<file path="config.mk">
export PLATFORM = sky130hd
export DESIGN_NAME = pipelined_barrel_shifter_flat
export DESIGN_NICKNAME = d
export VERILOG_FILES = /design/src/rtl/shifter_pkg.sv /design/src/rtl/pipelined_barrel_shifter_if.sv /design/src/rtl/shift_stage.sv /design/src/rtl/pipelined_barrel_shifter.sv /design/src/flat_wrapper.sv
export SDC_FILE = /design/constraint.sdc
export NUM_CORES = 1
export LEC_CHECK = 0
export BUFFER_PORTS_ARGS = -buffer_cell sky130_fd_sc_hd__buf_2
export CAP_MARGIN = 40
export CORE_MARGIN = 1.5
export CORE_UTILIZATION = 35
export CTS_BUF_LIST = sky130_fd_sc_hd__clkbuf_2 sky130_fd_sc_hd__clkbuf_4 sky130_fd_sc_hd__clkbuf_8
export DETAILED_ROUTE_END_ITERATION = 10
export PLACE_DENSITY_LB_ADDON = 0.2
export SYNTH_ARGS = -nofsm -noshare
export SYNTH_HDL_FRONTEND = slang
export SYNTH_HIERARCHICAL = 1
export SYNTH_SLANG_ARGS = --single-unit
</file>
<file path="constraint.sdc">
create_clock -name clk -period 2.8 [get_ports clk]
set_input_delay 0.56 -clock clk [delete_from_list [all_inputs] [get_ports clk]]
set_output_delay 0.56 -clock clk [all_outputs]
set_load 0.05 [all_outputs]
</file>
<file path="src/rtl/shifter_pkg.sv">
// Shared definitions for the pipelined barrel shifter: operation codes and mode type.
package shifter_pkg;

  typedef logic [2:0] shift_mode_t;

  localparam shift_mode_t MODE_SLL = 3'b000;
  localparam shift_mode_t MODE_SRL = 3'b001;
  localparam shift_mode_t MODE_SRA = 3'b010;
  localparam shift_mode_t MODE_ROL = 3'b011;
  localparam shift_mode_t MODE_ROR = 3'b100;

endpackage

</file>
<file path="src/rtl/pipelined_barrel_shifter_if.sv">
// Operand/result bus of the pipelined barrel shifter; the producer/consumer side is master.
interface pipelined_barrel_shifter_if
  import shifter_pkg::*;
#(
  parameter int WIDTH = 8
);
  localparam int SHW = $clog2(WIDTH);

  // Handshake: a transfer happens on a rising clk edge where valid && ready are both high.
  // in_ready depends combinationally on out_valid/out_ready; valid never waits on ready.
  logic             in_valid;
  logic             in_ready;
  logic [WIDTH-1:0] in_data;
  logic [SHW-1:0]   in_amt;
  shift_mode_t      in_mode;
  logic             out_valid;
  logic             out_ready;
  logic [WIDTH-1:0] out_data;
  logic             out_zero;

  modport master (
    output in_valid, in_data, in_amt, in_mode, out_ready,
    input  in_ready, out_valid, out_data, out_zero
  );

  modport slave (
    input  in_valid, in_data, in_amt, in_mode, out_ready,
    output in_ready, out_valid, out_data, out_zero
  );

endinterface

</file>
<file path="src/rtl/shift_stage.sv">
// One shift level: conditionally shifts/rotates by STEP when the matching amount bit is set,
// then registers data, amount, mode, valid and a zero flag, holding everything when en_i is low.
module shift_stage
  import shifter_pkg::*;
#(
  parameter int WIDTH = 8,
  parameter int SHW   = 3,
  parameter int STEP  = 1
) (
  input  logic             clk,
  input  logic             rst_n,
  input  logic             en_i,
  input  logic             valid_i,
  input  logic [WIDTH-1:0] data_i,
  input  logic [SHW-1:0]   amt_i,
  input  shift_mode_t      mode_i,
  output logic             valid_o,
  output logic [WIDTH-1:0] data_o,
  output logic [SHW-1:0]   amt_o,
  output shift_mode_t      mode_o,
  output logic             zero_o
);

  logic             valid_q;
  logic [WIDTH-1:0] data_q;
  logic [WIDTH-1:0] data_d;
  logic [SHW-1:0]   amt_q;
  shift_mode_t      mode_q;
  logic             zero_q;

  // The MSB never changes under SRA, so the current MSB is the original sign bit.
  always_comb begin
    data_d = data_i;
    if (|(amt_i & SHW'(STEP))) begin
      case (mode_i)
        MODE_SLL: data_d = data_i << STEP;
        MODE_SRL: data_d = data_i >> STEP;
        MODE_SRA: data_d = $signed(data_i) >>> STEP;
        MODE_ROL: data_d = (data_i << STEP) | (data_i >> (WIDTH - STEP));
        MODE_ROR: data_d = (data_i >> STEP) | (data_i << (WIDTH - STEP));
        default:  data_d = data_i;
      endcase
    end
  end

  always_ff @(posedge clk or negedge rst_n) begin
    if (!rst_n) begin
      valid_q <= 1'b0;
      data_q  <= '0;
      amt_q   <= '0;
      mode_q  <= MODE_SLL;
      zero_q  <= 1'b0;
    end else if (en_i) begin
      valid_q <= valid_i;
      data_q  <= data_d;
      amt_q   <= amt_i;
      mode_q  <= mode_i;
      zero_q  <= (data_d == '0);
    end
  end

  assign valid_o = valid_q;
  assign data_o  = data_q;
  assign amt_o   = amt_q;
  assign mode_o  = mode_q;
  assign zero_o  = zero_q;

endmodule

</file>
<file path="src/rtl/pipelined_barrel_shifter.sv">
// Pipelined shifter/rotator: one register stage per shift level, whole-pipeline stall on
// output backpressure.
module pipelined_barrel_shifter
  import shifter_pkg::*;
#(
  parameter int WIDTH = 8
) (
  input logic                      clk,
  input logic                      rst_n,
  pipelined_barrel_shifter_if.slave bus
);

  localparam int SHW = $clog2(WIDTH);

  logic             stall;
  logic             en;
  logic [SHW:0]     vld_s;
  logic [WIDTH-1:0] dat_s  [SHW+1];
  logic [SHW-1:0]   amt_s  [SHW+1];
  shift_mode_t      mode_s [SHW+1];
  logic [SHW-1:0]   zero_s;

  // Bubbles are kept during a stall; every stage freezes together.
  assign stall        = vld_s[SHW] && !bus.out_ready;
  assign en           = !stall;
  assign bus.in_ready = en;

  assign vld_s[0]  = bus.in_valid;
  assign dat_s[0]  = bus.in_data;
  assign amt_s[0]  = bus.in_amt;
  assign mode_s[0] = bus.in_mode;

  for (genvar k = 0; k < SHW; k++) begin : g_stage
    shift_stage #(
      .WIDTH (WIDTH),
      .SHW   (SHW),
      .STEP  (1 << k)
    ) u_stage (
      .clk     (clk),
      .rst_n   (rst_n),
      .en_i    (en),
      .valid_i (vld_s[k]),
      .data_i  (dat_s[k]),
      .amt_i   (amt_s[k]),
      .mode_i  (mode_s[k]),
      .valid_o (vld_s[k+1]),
      .data_o  (dat_s[k+1]),
      .amt_o   (amt_s[k+1]),
      .mode_o  (mode_s[k+1]),
      .zero_o  (zero_s[k])
    );
  end

  assign bus.out_valid = vld_s[SHW];
  assign bus.out_data  = dat_s[SHW];
  assign bus.out_zero  = zero_s[SHW-1];

  // Last-stage amount/mode and early zero flags have no consumer.
  logic unused_tail;
  assign unused_tail = ^{amt_s[SHW], mode_s[SHW], zero_s};

endmodule

</file>
<file path="src/flat_wrapper.sv">
// flat-port wrapper written by rule: the top's interface ports become plain ports
module pipelined_barrel_shifter_flat import shifter_pkg::*;
#(
  parameter int WIDTH = 8
)
  (clk, rst_n, bus_in_valid, bus_in_data, bus_in_amt, bus_in_mode, bus_out_ready, bus_in_ready, bus_out_valid, bus_out_data, bus_out_zero);
  pipelined_barrel_shifter_if #(.WIDTH(WIDTH)) bus_i ();
  input logic clk;
  input logic rst_n;
  input wire logic [$bits(bus_i.in_valid)-1:0] bus_in_valid;
  input wire logic [$bits(bus_i.in_data)-1:0] bus_in_data;
  input wire logic [$bits(bus_i.in_amt)-1:0] bus_in_amt;
  input wire logic [$bits(bus_i.in_mode)-1:0] bus_in_mode;
  input wire logic [$bits(bus_i.out_ready)-1:0] bus_out_ready;
  output wire logic [$bits(bus_i.in_ready)-1:0] bus_in_ready;
  output wire logic [$bits(bus_i.out_valid)-1:0] bus_out_valid;
  output wire logic [$bits(bus_i.out_data)-1:0] bus_out_data;
  output wire logic [$bits(bus_i.out_zero)-1:0] bus_out_zero;
  assign bus_i.in_valid = bus_in_valid;
  assign bus_i.in_data = bus_in_data;
  assign bus_i.in_amt = bus_in_amt;
  assign bus_i.in_mode = bus_in_mode;
  assign bus_i.out_ready = bus_out_ready;
  assign bus_in_ready = bus_i.in_ready;
  assign bus_out_valid = bus_i.out_valid;
  assign bus_out_data = bus_i.out_data;
  assign bus_out_zero = bus_i.out_zero;
  pipelined_barrel_shifter #(.WIDTH(WIDTH)) u_core (.clk(clk), .rst_n(rst_n), .bus(bus_i));
endmodule
</file>
# ---- Yosys cells after proc, flatten, opt, wreduce, memory -nomap -nowiden
# Index checks and enable logic that the tools add are counted.
dict set report word_totals {
  regBits 40
  inputBits 18
  out_inout_bits 11
}
dict set report classes {
  n_eq_ne 12
  n_mux 6
  bitwise_logic 5
  reduce_logical 8
}
# cell n
set op_table {}
lappend op_table {{one-hot mux 8 bit (5 select lines)} 2}
lappend op_table {{one-hot mux 8 bit (4 select lines)} 1}
lappend op_table {{2-to-1 mux 8 bit} 3}
lappend op_table {{== test 3 x 2 -> 1 bit, second input constant} 6}
lappend op_table {{== test 3 x 1 -> 1 bit, second input constant} 3}
lappend op_table {{== test 3 bit, second input constant} 3}
lappend op_table {{logical NOT 3 bit} 3}
lappend op_table {{logical NOT 8 bit} 1}
lappend op_table {{OR 4 x 8 -> 8 bit} 1}
lappend op_table {{OR 6 x 8 -> 8 bit} 1}
lappend op_table {{OR 7 x 8 -> 8 bit} 1}
lappend op_table {{OR 8 x 1 -> 8 bit} 1}
lappend op_table {{OR 8 x 2 -> 8 bit} 1}
lappend op_table {{logical NOT 1 bit} 2}
lappend op_table {{OR reduction 2 bit} 1}
lappend op_table {{logical AND 1 bit} 1}

# ---- Longest topological paths before layout
# Gate-level depths: netlist of run 1.
dict set report logic_depth {
  word_depth 5
  mapped_depth 7
}

# ---- Modules after synthesis
# Netlist of run 1, hierarchy kept.
# mod n_inst cells_per_inst area_per_inst_um2 seq_area_each_um2
set modules_own_cells {}
lappend modules_own_cells {{shift_stage (u_core.g_stage[1].u_stage)} 1 114 1077.3 400.4}
lappend modules_own_cells {{shift_stage (u_core.g_stage[0].u_stage)} 1 104 1003.5 400.4}
lappend modules_own_cells {{shift_stage (u_core.g_stage[2].u_stage)} 1 96 948.4 400.4}
lappend modules_own_cells {pipelined_barrel_shifter 1 1 6.3 0.0}

# ---- Worst setup path after synthesis of run 1
# No wires, ideal clock.
dict set report synth_timing {
  path_kind {reg2reg}
  startpoint {register u_core.g_stage[2].u_stage.valid_q}
  endpoint {register, netlist name u_core/g_stage[1].u_stage/zero_o}
  t_arrival_ps 2223
  setup_slack_ps 481
  stages_incl_launch_ff 8
  n_path_buf 1
  period_less_slack_ps 2319
  path_cell_list {dfrtp_1 -> nand2b_1 -> buf_2 -> inv_1 -> a41o_1 -> a211oi_2 -> nand4b_1 -> o32ai_2}
}
# element line_no
set synth_lines {}
lappend synth_lines {{start: declaration} shift_stage.sv:24} ;# logic valid_q;
lappend synth_lines {{start signal: assignment} shift_stage.sv:54} ;# valid_q <= valid_i;

# ---- Worst setup path after layout of run 1
dict set report layout_timing {
  startpoint {register u_core.g_stage[1].u_stage.mode_q[2]}
  endpoint {register u_core.g_stage[2].u_stage.zero_q}
}
dict set report layout_between {
  elab_chain_len 5
}
# element line_no
set layout_lines {}
lappend layout_lines {{start: declaration} shift_stage.sv:28} ;# shift_mode_t mode_q;
lappend layout_lines {{start signal: assignment} shift_stage.sv:57} ;# mode_q <= mode_i;
lappend layout_lines {{== test 3 bit or == test 3 x 2 -> 1 bit (tied branches)} shift_stage.sv:35} ;# case (mode_i)
lappend layout_lines {{OR reduction 2 bit (no line)} --}
lappend layout_lines {{one-hot mux 8 bit (4 select lines) (*)} shift_stage.sv:35}
lappend layout_lines {{2-to-1 mux 8 bit (*)} shift_stage.sv:34} ;# if (|(amt_i & SHW'(STEP))) begin
lappend layout_lines {{logical NOT 8 bit (*)} shift_stage.sv:58} ;# zero_q <= (data_d == '0);
lappend layout_lines {{end signal: assignment} shift_stage.sv:58}
lappend layout_lines {{end: declaration} shift_stage.sv:29} ;# logic zero_q;
# Mark *: on every way between the ends. The rest lies on a longest branch, timed or not.
# A chain may end at the register's enable or synchronous reset.

==> results of run 1 <==
==> flip-flops by register name (all words and copies together), names as in the netlist <==
| register | count |
|---|---|
| u_core/g_stage.u_stage/amt_o | 3 |
| u_core/g_stage.u_stage/data_o | 24 |
| u_core/g_stage.u_stage/mode_o | 6 |
| u_core/g_stage.u_stage/valid_o | 3 |
| u_core/g_stage.u_stage/zero_o | 1 |
==> worst paths after layout <==
kind | depth (start not counted) | end | start
setup / recovery | 5 | u_core/g_stage[2].u_stage/zero_o$_DFFE_PN0P_ | u_core/g_stage[1].u_stage/mode_o[2]$_DFFE_PN0P_
hold / removal | 1 | u_core/g_stage[2].u_stage/data_o[0]$_DFFE_PN0P_ | rst_n
min in group clk | 2 | u_core/g_stage[2].u_stage/data_o[3]$_DFFE_PN0P_ | u_core/g_stage[2].u_stage/data_o[3]$_DFFE_PN0P_
setup reg to reg | 5 | u_core/g_stage[2].u_stage/zero_o$_DFFE_PN0P_ | u_core/g_stage[1].u_stage/mode_o[2]$_DFFE_PN0P_
max in group asynchronous | 2 | u_core/g_stage[0].u_stage/data_o[5]$_DFFE_PN0P_ | rst_n
hold reg to reg | 2 | u_core/g_stage[2].u_stage/data_o[3]$_DFFE_PN0P_ | u_core/g_stage[2].u_stage/data_o[3]$_DFFE_PN0P_
==> layout make-up <==
class / count / area [sq um] / share of cell area [%]
Inverter: 16 / 60.06 / 2.159
Multi-Input combinational cell: 202 / 1414 / 50.83
Clock buffer: 5 / 68.82 / 2.474
Tap cell: 96 / 120.1 / 4.318
Sequential cell: 37 / 925.9 / 33.29
Clock inverter: 3 / 17.52 / 0.6298
Timing Repair Buffer: 31 / 175.2 / 6.298
==> critical path, delay by kind of cell, from the launching register on <==
family	cells	cell delay, ns
and+or+nand+nor	2	0.33
AOI/OAI and AO/OA	3	0.87
DFF	1	0.64
==> metrics by stage <==
stage	util (%)	hold WS, ns	cells
final	40.27	0.05665	390
after global routing	40.27	0.04283	390
after CTS	40.27	0.04161	390
after detailed placement	39.02	0.3607	382
after global placement	38.73	0.4875	381
after floorplan	-	0.2644	279
==> power by group through the flow <==
stage	Clock, mW	Sequential, mW	Combinational (mW)
detailed placement	0	1.11	1.41
CTS	0.389	1.10	1.41
global route	0.407	1.15	1.54
floorplan	0	1.17	1.03
global placement	0	1.11	1.40
finish	0.366	1.10	1.40
==> metal layers <==
| metal | vias up | part of all wire, % | global-route usage, % |
|---|---|---|---|
| met2 | 40 | 44 | 22.14 |
| met4 | 0 | 0.48 | 3.409 |
| met5 | - | 0 | 0 |
| li1 | 1054 | - | - |
| met3 | 4 | 3.5 | 2.922 |
| met1 | 1020 | 52 | 24.69 |
==> results.toml, run 1 <==
[sta]
fin_ws_ns = 0.8675
max_freq_mhz = 517.5
tns_ns = 0
fin_worst_skew_ns = 0.007276
final-setup-viol-count = 0
hold_violations = 0
rsz0062_at_grt = "no"
slew_headroom_pct = 52.32
period_share_pct = 69.02
tightest_slew_ns = 0.7153
drv_slew = 0
layout_min_cycle_time_ns = 1.932

[clocking]
clockBufferDepth = 2
clk_latency_ns = 0.28
cts_buffers = 5
cts_hold_buf = 0
post_cts_buffers = 0
clkTransAtPathRegs_ns = 0.08
h-tree-depth = 2
cts_tree = "done"
cts_resized = 0
clock_sinks = 37
clockRootBuffer = "clkbuf_8"

[route]
vias = 2118
drtAntennaViolNets = 0
drt_iter0_drc = 108
viasPerCell = 5.431
wl_microns = 5624
wl_per_cell_microns = 14.42
dr.pass1.iters = 5
drc = 0

[status]
outcome = "complete, no violations"

[critical_path]
worstPathRequired_ns = 2.99
critPathSlowestCell = "dfrtp_1"
crit_type = "register to register"
critPathCaptureType = "register"
rrSetupSlack_ns = 0.87
startpoint_type = "register"
crit_chain = "nor2b_1 > a31o_1 > a222oi_1 > nand2_1 > o32ai_2"
slowest_delay_ns = 0.64
cp.arrival_ns = 2.13
cp_max_fo = 15

[yosys]
avgSynthCellArea_sq_um = 9.077
synth_fp_nets = 297
syn_inst = 279
syn_area_sq_um = 2532
yosys_warnings = 6

[die]
coreArea_sq_um = 6907
start_util_pct = 36.67
die_width_microns = 88.06
core.rowCount = 30
io_pins = 29
die_h_microns = 88.06
die_area_sq_um = 7755

[global_route]
grt_pass1_vias = 1920
grt_pass1_wl_microns = 9632
gr-total-overflow = 0
grt_max_degree = 37
grt_util_all_layers_pct = 15.70
antenna_found_initial = 0

[placed_design]
dp_slack_ns = 0.8283
gp_congestion = 0.7852
port_buffers = 28
place_area_sq_um = 2695
hpwl_microns = 3958

[job]
cap_violations = 0

[cells_and_area]
nets = 311
n_fill_cell = 718
syn2layout_area_growth_pct = 9.832
drive_gt1_share_pct = 25.85
diodes = 0
final_common_cell = "dfrtp_1"
layout_common_cells = "37 x dfrtp_1, 28 x buf_2, 24 x nor2_1"
postLayoutCellArea_sq_um = 2781

[min_path]
hold_path.class = "primary input to async pin"

[power_and_ir_drop]
p_leak_nw = 1.138
power_density_nw_per_um2 = 1032
switching_share_pct = 46.85
total_power_mw = 2.871
p_int_mw = 1.526
netSwitchingPower_mw = 1.345
pwr-share-clk_pct = 12.7
power.share.combinational_pct = 48.8
power.share.sequential_pct = 38.4
irDropWorstVdd_v = 0.0003918
Power figures use the tool's default switching activity.
==> run 2: changes to the inputs <==
==> constraint.sdc (replaced) <==
create_clock -name clk -period 1.8 [get_ports clk]
set_input_delay 0.36 -clock clk [delete_from_list [all_inputs] [get_ports clk]]
set_output_delay 0.36 -clock clk [all_outputs]
set_load 0.05 [all_outputs]
==> run 2 against run 1 <==
- design area up 8.3%
- wire length increased by 8.1%
- sequential share of layout area shrank 2.5 points
- non-clock buffer count increased by 29
- total power increased by 71%
- clock skew rose by 0.00087 ns
- count of clock-buffer cells in the layout rose by 1
- cell count increased by 7.4%
- clock power is 55% higher
- largest power group unchanged
==> results.toml, run 2 (synthesized netlist as in run 1, its figures left out) <==
[cells_and_area]
syn2layout_area_growth_pct = 18.97
nets = 340
n_fill_cell = 710
final_cells = 419
drive_gt1_share_pct = 33.13
fin_util_pct = 43.62
diodes = 0
postLayoutCellArea_sq_um = 3013
largest_reg_flops = 24
layout_common_cells = "35 x dfrtp_1, 31 x buf_4, 28 x buf_2"
final_common_cell = "dfrtp_1"

[route]
vias = 2257
wl_microns = 6081
met1_length_microns = 3077
drc = 0
wl_per_cell_microns = 14.51
drt_iter0_drc = 122
viasPerCell = 5.387
wl_met3_microns = 263
top_layer_used = "met4"
drtAntennaViolNets = 0
dr.pass1.iters = 5
routed-wl-met2_microns = 2687

[power_and_ir_drop]
pwr-share-clk_pct = 11.6
p_leak_nw = 1.288
power_density_nw_per_um2 = 1629
total_power_mw = 4.907
netSwitchingPower_mw = 2.196
p_int_mw = 2.712
power.share.sequential_pct = 32.3
switching_share_pct = 44.74
power.share.combinational_pct = 56.2
irDropWorstVdd_v = 0.0005434

[placed_design]
place_area_sq_um = 2897
hpwl_microns = 4474
gp_congestion = 0.8574
port_buffers = 28
dp.cells = 408

[critical_path]
slowest_delay_ns = 0.37
critPathSlowestCell = "dfrtp_1"
crit_type = "register to register"
cp.arrival_ns = 1.95
cp_max_fo = 4
crit_chain = "buf_4 > or2_0 > a22o_1 > a221oi_2 > nand3b_1 > o32ai_2"
reg2regPathDepth = 6
startpoint_type = "register"
worstPathRequired_ns = 2.00
critPathCaptureType = "register"

[global_route]
grt_pass1_wl_microns = 10170
grt_pass1_vias = 2088
grt_max_degree = 23
gr-total-overflow = 0
grt_util_all_layers_pct = 16.78
antenna_found_initial = 0

[die]
die_h_microns = 88.06
io_pins = 29
die_area_sq_um = 7755
die_width_microns = 88.06
start_util_pct = 36.67
core.rowCount = 30
coreArea_sq_um = 6907

[sta]
final-setup-viol-count = 0
layout_min_cycle_time_ns = 1.753
fin_hold_ws_ns = 0.04096
rsz0062_at_grt = "yes"
drv_slew = 0
slew_headroom_pct = 65.03
hold_violations = 0
tightest_slew_ns = 0.5246
period_share_pct = 97.38
max_freq_mhz = 570.5
fin_worst_skew_ns = 0.008143

[job]
cap_violations = 0

[min_path]
hold_path.class = "primary input to async pin"

[status]
outcome = "complete, no violations"

[clocking]
cts_buffers = 5
cts_tree = "done"
clock_sinks = 37
clockRootBuffer = "clkbuf_8"
clockBufferDepth = 2
clkTransAtPathRegs_ns = 0.08
h-tree-depth = 2
clk_latency_ns = 0.28
[run 2: changes by cell type in the layout (fill, tap and decap cells not counted)]
cell / delta
clkbuf_4: +1
nand2b_2: -1
nand2b_4: +1
clkinvlp_4: -1
dfrtp_2: +2
buf_4: +29
nor3b_4: +1
dfrtp_1: -2
nor3b_2: -1
[run 2: what timing repair did]
item | in CTS | in global routing
endpoints found under the hold margin | 0 | 0
setup buffers | 0 | 3
gates resized for setup | 0 | 2
hold buffers | 0 | 0
setup endpoints to repair | 0 | 2
[run 2: path summary, 6_finish.rpt]
check,start,endpoint,slack (ns)
setup / recovery,u_core/g_stage[1].u_stage/mode_o[0]$_DFFE_PN0P_,u_core/g_stage[2].u_stage/zero_o$_DFFE_PN0P_,0.05
max in group asynchronous,rst_n,u_core/g_stage[1].u_stage/data_o[7]$_DFFE_PN0P_,1.28
hold reg to reg,u_core/g_stage[2].u_stage/data_o[3]$_DFFE_PN0P_,u_core/g_stage[2].u_stage/data_o[3]$_DFFE_PN0P_,0.50
setup reg to reg,u_core/g_stage[1].u_stage/mode_o[0]$_DFFE_PN0P_,u_core/g_stage[2].u_stage/zero_o$_DFFE_PN0P_,0.05
min in group clk,bus_in_amt[1],u_core/g_stage[0].u_stage/amt_o[1]$_DFFE_PN0P_,0.30
hold / removal,rst_n,u_core/g_stage[2].u_stage/data_o[0]$_DFFE_PN0P_,0.04
[run 2: worst max-delay path, delay by kind of cell (launching register included)]
family / cells / cell delay, ns
flip-flops: 1 / 0.37
AND/OR/NAND/NOR: 2 / 0.35
buffers and inverters: 1 / 0.14
AO/OA/AOI/OAI: 3 / 0.81
[run 2: through the flow]
stage	TNS, ns	worst slack (ns)
6_report	0	0.04707
3_3_place_gp	0	0.09251
3_5_place_dp	0	0.08123
4_1_cts	0	0.08127
2_1_floorplan	0	0.02084
5_1_grt	-0.01888	-0.01731
[run 2: area by class of cell]
| cell class | instances | area, sq um | share of cell area, % |
|---|---|---|---|
| timing repair buffer | 60 | 392.9 | 13.04 |
| clock buffer | 6 | 76.32 | 2.533 |
| clock inverter | 2 | 10.01 | 0.3322 |
| tap | 96 | 120.1 | 3.987 |
| multi-input combinational | 202 | 1425 | 47.30 |
| sequential | 37 | 928.4 | 30.81 |
| inverter | 16 | 60.06 | 1.993 |
[run 2: routing by layer]
metal  GRT usage, %  vias to the layer above
met5              0                        -
met4          5.256                        0
met3          2.922                        7
met2          24.01                       54
met1          25.51                     1088
li1               -                     1108
[run 2: power groups by stage]
stage / Clock (mW) / Sequential [mW] / Combinational [mW]
2_1_floorplan: 0 / 1.83 / 1.60
3_3_place_gp: 0 / 1.59 / 2.64
3_5_place_dp: 0 / 1.59 / 2.65
4_1_cts: 0.600 / 1.58 / 2.66
5_1_grt: 0.628 / 1.65 / 3.01
6_report: 0.568 / 1.58 / 2.76
